`config.mk`:
```
export PLATFORM = sky130hd
export DESIGN_NAME = control_unit
export DESIGN_NICKNAME = d
export VERILOG_FILES = /design/src/rtl/control_pkg.sv /design/src/rtl/alu_decoder.sv /design/src/rtl/main_decoder.sv /design/src/rtl/control_unit.sv
export SDC_FILE = /design/constraint.sdc
export NUM_CORES = 1
export LEC_CHECK = 0
export BUFFER_PORTS_ARGS = -buffer_cell sky130_fd_sc_hd__buf_2
export CAP_MARGIN = 20
export CORE_AREA = 5 5 42 44
export DETAILED_ROUTE_END_ITERATION = 16
export DIE_AREA = 0 0 47 49
export GPL_TIMING_DRIVEN = 0
export PLACE_DENSITY = 0.83
export SYNTH_ARGS = -nofsm -noshare
export SYNTH_HDL_FRONTEND = slang
export SYNTH_SLANG_ARGS = --single-unit
```
`constraint.sdc`:
```
create_clock -name clk -period 3.3 [get_ports clk]
set_clock_uncertainty 0.1 [all_clocks]
set_input_delay 0.33 -clock clk [delete_from_list [all_inputs] [get_ports clk]]
set_output_delay 0.33 -clock clk [all_outputs]
set_load 0.05 [all_outputs]
```
`src/rtl/control_pkg.sv`:
```
// Shared encodings for the MIPS single-cycle control unit.
// Holds the opcode and funct field values, the aluop encoding passed from the
// main decoder to the ALU decoder, the ALU operation codes, and the bundled
// control-word type carried through the optional output register.
package control_pkg;

   localparam logic [5:0] OP_RTYPE = 6'b000000;
   localparam logic [5:0] OP_LW    = 6'b100011;
   localparam logic [5:0] OP_SW    = 6'b101011;
   localparam logic [5:0] OP_BEQ   = 6'b000100;
   localparam logic [5:0] OP_ADDI  = 6'b001000;
   localparam logic [5:0] OP_J     = 6'b000010;

   localparam logic [5:0] F_ADD = 6'b100000;
   localparam logic [5:0] F_SUB = 6'b100010;
   localparam logic [5:0] F_AND = 6'b100100;
   localparam logic [5:0] F_OR  = 6'b100101;
   localparam logic [5:0] F_SLT = 6'b101010;

   typedef enum logic [1:0] {
      ALUOP_ADD   = 2'b00,
      ALUOP_SUB   = 2'b01,
      ALUOP_FUNCT = 2'b10
   } aluop_t;

   localparam logic [2:0] ALU_AND = 3'b000;
   localparam logic [2:0] ALU_OR  = 3'b001;
   localparam logic [2:0] ALU_ADD = 3'b010;
   localparam logic [2:0] ALU_SUB = 3'b110;
   localparam logic [2:0] ALU_SLT = 3'b111;

   typedef struct packed {
      logic       regwrite;
      logic       regdst;
      logic       alusrc;
      logic       branch;
      logic       memwrite;
      logic       memtoreg;
      logic       jump;
      logic [2:0] alucontrol;
      logic       illegal;
   } ctrl_t;

endpackage

```
`src/rtl/alu_decoder.sv`:
```
// ALU decoder: aluop + funct -> 3-bit ALU operation code.
// Ports:
//   aluop         : from main decoder (11 treated like 10)
//   funct         : instr[5:0]
//   alucontrol    : ALU operation code
//   funct_illegal : funct-decoded op with unsupported funct (alucontrol = add)
module alu_decoder
   import control_pkg::*;
(
   input  aluop_t     aluop,
   input  logic [5:0] funct,
   output logic [2:0] alucontrol,
   output logic       funct_illegal
);

   always_comb begin
      alucontrol    = ALU_ADD;
      funct_illegal = 1'b0;
      case (aluop)
         ALUOP_ADD: alucontrol = ALU_ADD;
         ALUOP_SUB: alucontrol = ALU_SUB;
         default: begin
            case (funct)
               F_ADD:   alucontrol = ALU_ADD;
               F_SUB:   alucontrol = ALU_SUB;
               F_AND:   alucontrol = ALU_AND;
               F_OR:    alucontrol = ALU_OR;
               F_SLT:   alucontrol = ALU_SLT;
               default: funct_illegal = 1'b1;
            endcase
         end
      endcase
   end

endmodule

```
`src/rtl/main_decoder.sv`:
```
// Main decoder: opcode -> datapath strobes, aluop and opcode-illegal flag.
// Ports:
//   op       : instr[31:26]
//   regwrite, regdst, alusrc, branch, memwrite, memtoreg, jump : strobes
//   aluop    : selects ALU decoder behaviour
//   op_illegal : opcode not supported (all strobes forced 0)
module main_decoder
   import control_pkg::*;
(
   input  logic [5:0] op,
   output logic       regwrite,
   output logic       regdst,
   output logic       alusrc,
   output logic       branch,
   output logic       memwrite,
   output logic       memtoreg,
   output logic       jump,
   output aluop_t     aluop,
   output logic       op_illegal
);

   always_comb begin
      regwrite   = 1'b0;
      regdst     = 1'b0;
      alusrc     = 1'b0;
      branch     = 1'b0;
      memwrite   = 1'b0;
      memtoreg   = 1'b0;
      jump       = 1'b0;
      aluop      = ALUOP_ADD;
      op_illegal = 1'b0;
      case (op)
         OP_RTYPE: begin
            regwrite = 1'b1;
            regdst   = 1'b1;
            aluop    = ALUOP_FUNCT;
         end
         OP_LW: begin
            regwrite = 1'b1;
            alusrc   = 1'b1;
            memtoreg = 1'b1;
         end
         OP_SW: begin
            alusrc   = 1'b1;
            memwrite = 1'b1;
         end
         OP_BEQ: begin
            branch = 1'b1;
            aluop  = ALUOP_SUB;
         end
         OP_ADDI: begin
            regwrite = 1'b1;
            alusrc   = 1'b1;
         end
         OP_J: begin
            jump = 1'b1;
         end
         default: op_illegal = 1'b1;
      endcase
   end

endmodule

```
`src/rtl/control_unit.sv`:
```
// Control unit for the single-cycle MIPS datapath.
// Two-level decode (main_decoder, alu_decoder) with an optional output register.
// Ports:
//   clk, reset : rising-edge clock, synchronous active-high reset
//                (both unused when REGISTER_OUTPUTS = 0)
//   instr      : instruction word; only opcode and funct are looked at
//   memtoreg, memwrite, branch, alusrc, regdst, regwrite, jump : strobes
//   alucontrol : ALU operation code
//   illegal    : unsupported opcode, or unsupported funct for R-type
module control_unit
   import control_pkg::*;
#(
   parameter bit REGISTER_OUTPUTS = 1'b1
) (
   input  logic        clk,
   input  logic        reset,
   input  logic [31:0] instr,
   output logic        memtoreg,
   output logic        memwrite,
   output logic        branch,
   output logic        alusrc,
   output logic        regdst,
   output logic        regwrite,
   output logic        jump,
   output logic [2:0]  alucontrol,
   output logic        illegal
);

   logic   md_regwrite;
   logic   op_illegal;
   logic   funct_illegal;
   aluop_t aluop;
   ctrl_t  ctrl_d;
   ctrl_t  ctrl_q;
   logic   unused_fields;

   assign unused_fields = ^instr[25:6];

   main_decoder u_main_decoder (
      .op         (instr[31:26]),
      .regwrite   (md_regwrite),
      .regdst     (ctrl_d.regdst),
      .alusrc     (ctrl_d.alusrc),
      .branch     (ctrl_d.branch),
      .memwrite   (ctrl_d.memwrite),
      .memtoreg   (ctrl_d.memtoreg),
      .jump       (ctrl_d.jump),
      .aluop      (aluop),
      .op_illegal (op_illegal)
   );

   alu_decoder u_alu_decoder (
      .aluop         (aluop),
      .funct         (instr[5:0]),
      .alucontrol    (ctrl_d.alucontrol),
      .funct_illegal (funct_illegal)
   );

   // An unknown R-type funct must not write the register file.
   assign ctrl_d.regwrite = md_regwrite & ~funct_illegal;
   assign ctrl_d.illegal  = op_illegal | funct_illegal;

   generate
      if (REGISTER_OUTPUTS) begin : g_reg
         always_ff @(posedge clk) begin
            if (reset) ctrl_q <= '0;
            else       ctrl_q <= ctrl_d;
         end
      end else begin : g_comb
         logic unused_clk_reset;
         assign unused_clk_reset = clk ^ reset;
         assign ctrl_q = ctrl_d;
      end
   endgenerate

   assign regwrite   = ctrl_q.regwrite;
   assign regdst     = ctrl_q.regdst;
   assign alusrc     = ctrl_q.alusrc;
   assign branch     = ctrl_q.branch;
   assign memwrite   = ctrl_q.memwrite;
   assign memtoreg   = ctrl_q.memtoreg;
   assign jump       = ctrl_q.jump;
   assign alucontrol = ctrl_q.alucontrol;
   assign illegal    = ctrl_q.illegal;

endmodule

```
==> results by group <==
Critical path
  – CP Capture Type: flip-flop
  – Crit path kind: in -> reg
  – CP max stage delay: 0.56 ns
  – Worst EP required: about 3.4 ns
  – Arr. time, crit path: 1.51 ns
  – CP startpoint kind: input port
  – Slowest CP cell: or4_4
  – WP buf/inv: 1
  – Top Family by Delay on Critical Path: simple AND/OR/NAND/NOR gates
  – Worst Path Max Fanout: 7
  – Cell Chain, Critical Path: buf_2 > or4_4 > or3_4 > nor4_2

Floorplanning
  – Initial Util: 0.3241
  – # IOs: 45
  – Die Y: 49 µm
  – Total core area: 1401 µm²
  – Cell row count: 14
  – Die width: around 47 µm
  – Area of the die: 2303 µm²

Synthesis
  – EDFF count, synth: 0
  – Post-synth top area share: 0.4848
  – Most common cell in the netlist: dfxtp_1
  – Net Count, Synth: between 80 and 90
  – Mapped Area: 454.2 µm²
  – Yosys cell types: 23
  – Top post-synthesis cells by area: dfxtp_1 (48%), nor2_1 (5.0%), nor3b_1 (5.0%), nand2b_1 (4.1%), a21oi_1 (3.3%)
  – Yosys reg bits: 11
  – Post-synthesis cell count: 47
  – Seq/Total Area, Yosys: 0.4848
  – Warnings, synthesis: 0
  – Top_reg_cell synth: dfxtp_1
  – Avg Synthesized Cell Area: about 9.7 µm²
  – Most instantiated cells after synthesis: dfxtp_1 (11), nor2_1 (6), a21oi_1 (3), nand2b_1 (3), nor3b_1 (3)
  – Asr flop ratio synth: 0
  – Largest area contributor in the netlist: dfxtp_1

CTS
  – Clock buffer depth: 2
  – Clock sinks: 11
  – Root Buffer: clkbuf_4
  – Hold_buf cts: 0
  – Total CTS buffers: 3
  – Post-CTS Setup Bufs: 0
  – CTS tree: done
  – Clock slew at reported path FFs: roughly 0.060 ns
  – # resized after CTS: 0
  – H-tree levels: 1

Global route
  – Total gr overflow: 0
  – Pin count of the biggest net entering global routing: 8
  – Initial antenna violation count: 0
  – GRT Total Usage: 0.09342
  – First-pass GRT wire length: ~1500 µm
  – Vias in the first global route: ~400

Run
  – Max-cap violation count: 0

Finish
  – Finished layout cell area: 620.6 µm²
  – Antenna diodes: 0
  – Area Overhead vs Synth: 36.64%
  – # fillers: approximately 150
  – Final Net Count: 110
  – Finished Layout Cells: 91
  – Layout cell share with drive strength beyond 1: 0.4400

Route
  – Via Count: 439
  – Number of remaining DRC errors: 0
  – WL final: 967 µm
  – DRT Pass-1 Iters: 4
  – DR WL/cell: around 11 µm
  – Vias per cell: 4.824
  – Remaining antenna violation count: 0
  – DR iter-0 viols: 6

Place
  – Dpl cell area: 594.3 µm²
  – Cells after DPL: 87
  – Port bufs: 24
  – Placer Congestion: 0.7912

Pwr
  – Max rail drop VDD: 0.00009924 V
  – Leakage: 0.2867 nW
  – Cell Pwr Density: 417.6 nW/µm²

STA
  – Final Critical Period: 1.437 ns
  – # setup viols final: 0
  – Slew Limit Headroom: 0.8040
  – Final Max Tran Viols: 0
  – FMAX: 0.6957 GHz
  – Worst slew pin tran: between 0.2 and 0.3 ns
  – Crit share post-route: 0.4356
  – Setup TNS: 0 ns
  – Final hold vios: 0
  – Final Hold Slack: 0.1835 ns
  – RSZ-0062 raised after global routing: false

Min path
  – HP Class: in -> reg

Outcome
  – Status: finished, final reports clean
-- layout make-up --
cell class                 instances  area [µm²]  share of cell area
clock buffer                       4       26.28             0.04234
tap                               16       20.02             0.03226
multi-input combinational         34       226.5              0.3649
timing repair buffer              24       120.1              0.1935
sequential                        11       220.2              0.3548
inverter                           2       7.507             0.01210
-- cells in the final DEF (no fill, tap or decap), drive strengths merged, types with 2 or more instances in the layout --
cell,synthesis,layout
a21oi,3,3
buf,0,24
clkbuf,0,4
dfxtp,11,11
inv,2,2
nand2b,3,3
nor2,6,6
nor3b,3,3
nor4,3,3
or3,2,2
or4,3,3
-- layer usage --
layer / global-route usage / share of wire / vias up / routed length (µm)
met2: 0.1267 / 0.43 / 22 / 419
met3: 0.02952 / 0.10 / 5 / 100
met4: 0.1014 / 0.039 / 0 / 38
met1: 0.1027 / 0.42 / 182 / 408
met5: 0 / 0 / - / 0
li1: - / - / 230 / -
-- kinds of logic (layout without fill, tap and decap cells) --
| family | after synthesis | after routing | share of synthesized area |
|---|---|---|---|
| buf+inv | 2 | 30 | 0.01654 |
| simple gates | 24 | 24 | 0.3388 |
| compound gates | 9 | 9 | 0.1378 |
| flops | 11 | 11 | 0.4848 |
| mux | 1 | 1 | 0.02204 |
-- worst paths after layout --
kind / startpoint / endpoint / slack (ns) / depth (start not counted)
setup / recovery: instr[29] / alucontrol[0]$_SDFF_PP0_ / 1.86 / 4
hold / removal: reset / alucontrol[1]$_SDFF_PP0_ / 0.18 / 2
-- stage by stage --
stage               utilization  setup WS, ns  total power, mW
finish                   0.4429         1.863           0.2592
detailed placement       0.4241         1.591           0.1771
global placement         0.4241         1.595           0.1761
global route             0.4429         1.802           0.2730
floorplan                     -         1.785           0.1591
CTS                      0.4429         1.867           0.2642
-- registers in the layout, indices dropped and copies added (netlist names) --
register    cells
alucontrol      3
alusrc          1
branch          1
illegal         1
jump            1
memtoreg        1
memwrite        1
regdst          1
regwrite        1
-- power by group --
| group | switching, mW | internal [mW] |
|---|---|---|
| logic | 0.0245 | 0.0145 |
| clock network | 0.0382 | 0.0466 |
| registers | 0.000368 | 0.135 |
No activity file was read; power rests on OpenSTA's default activity.
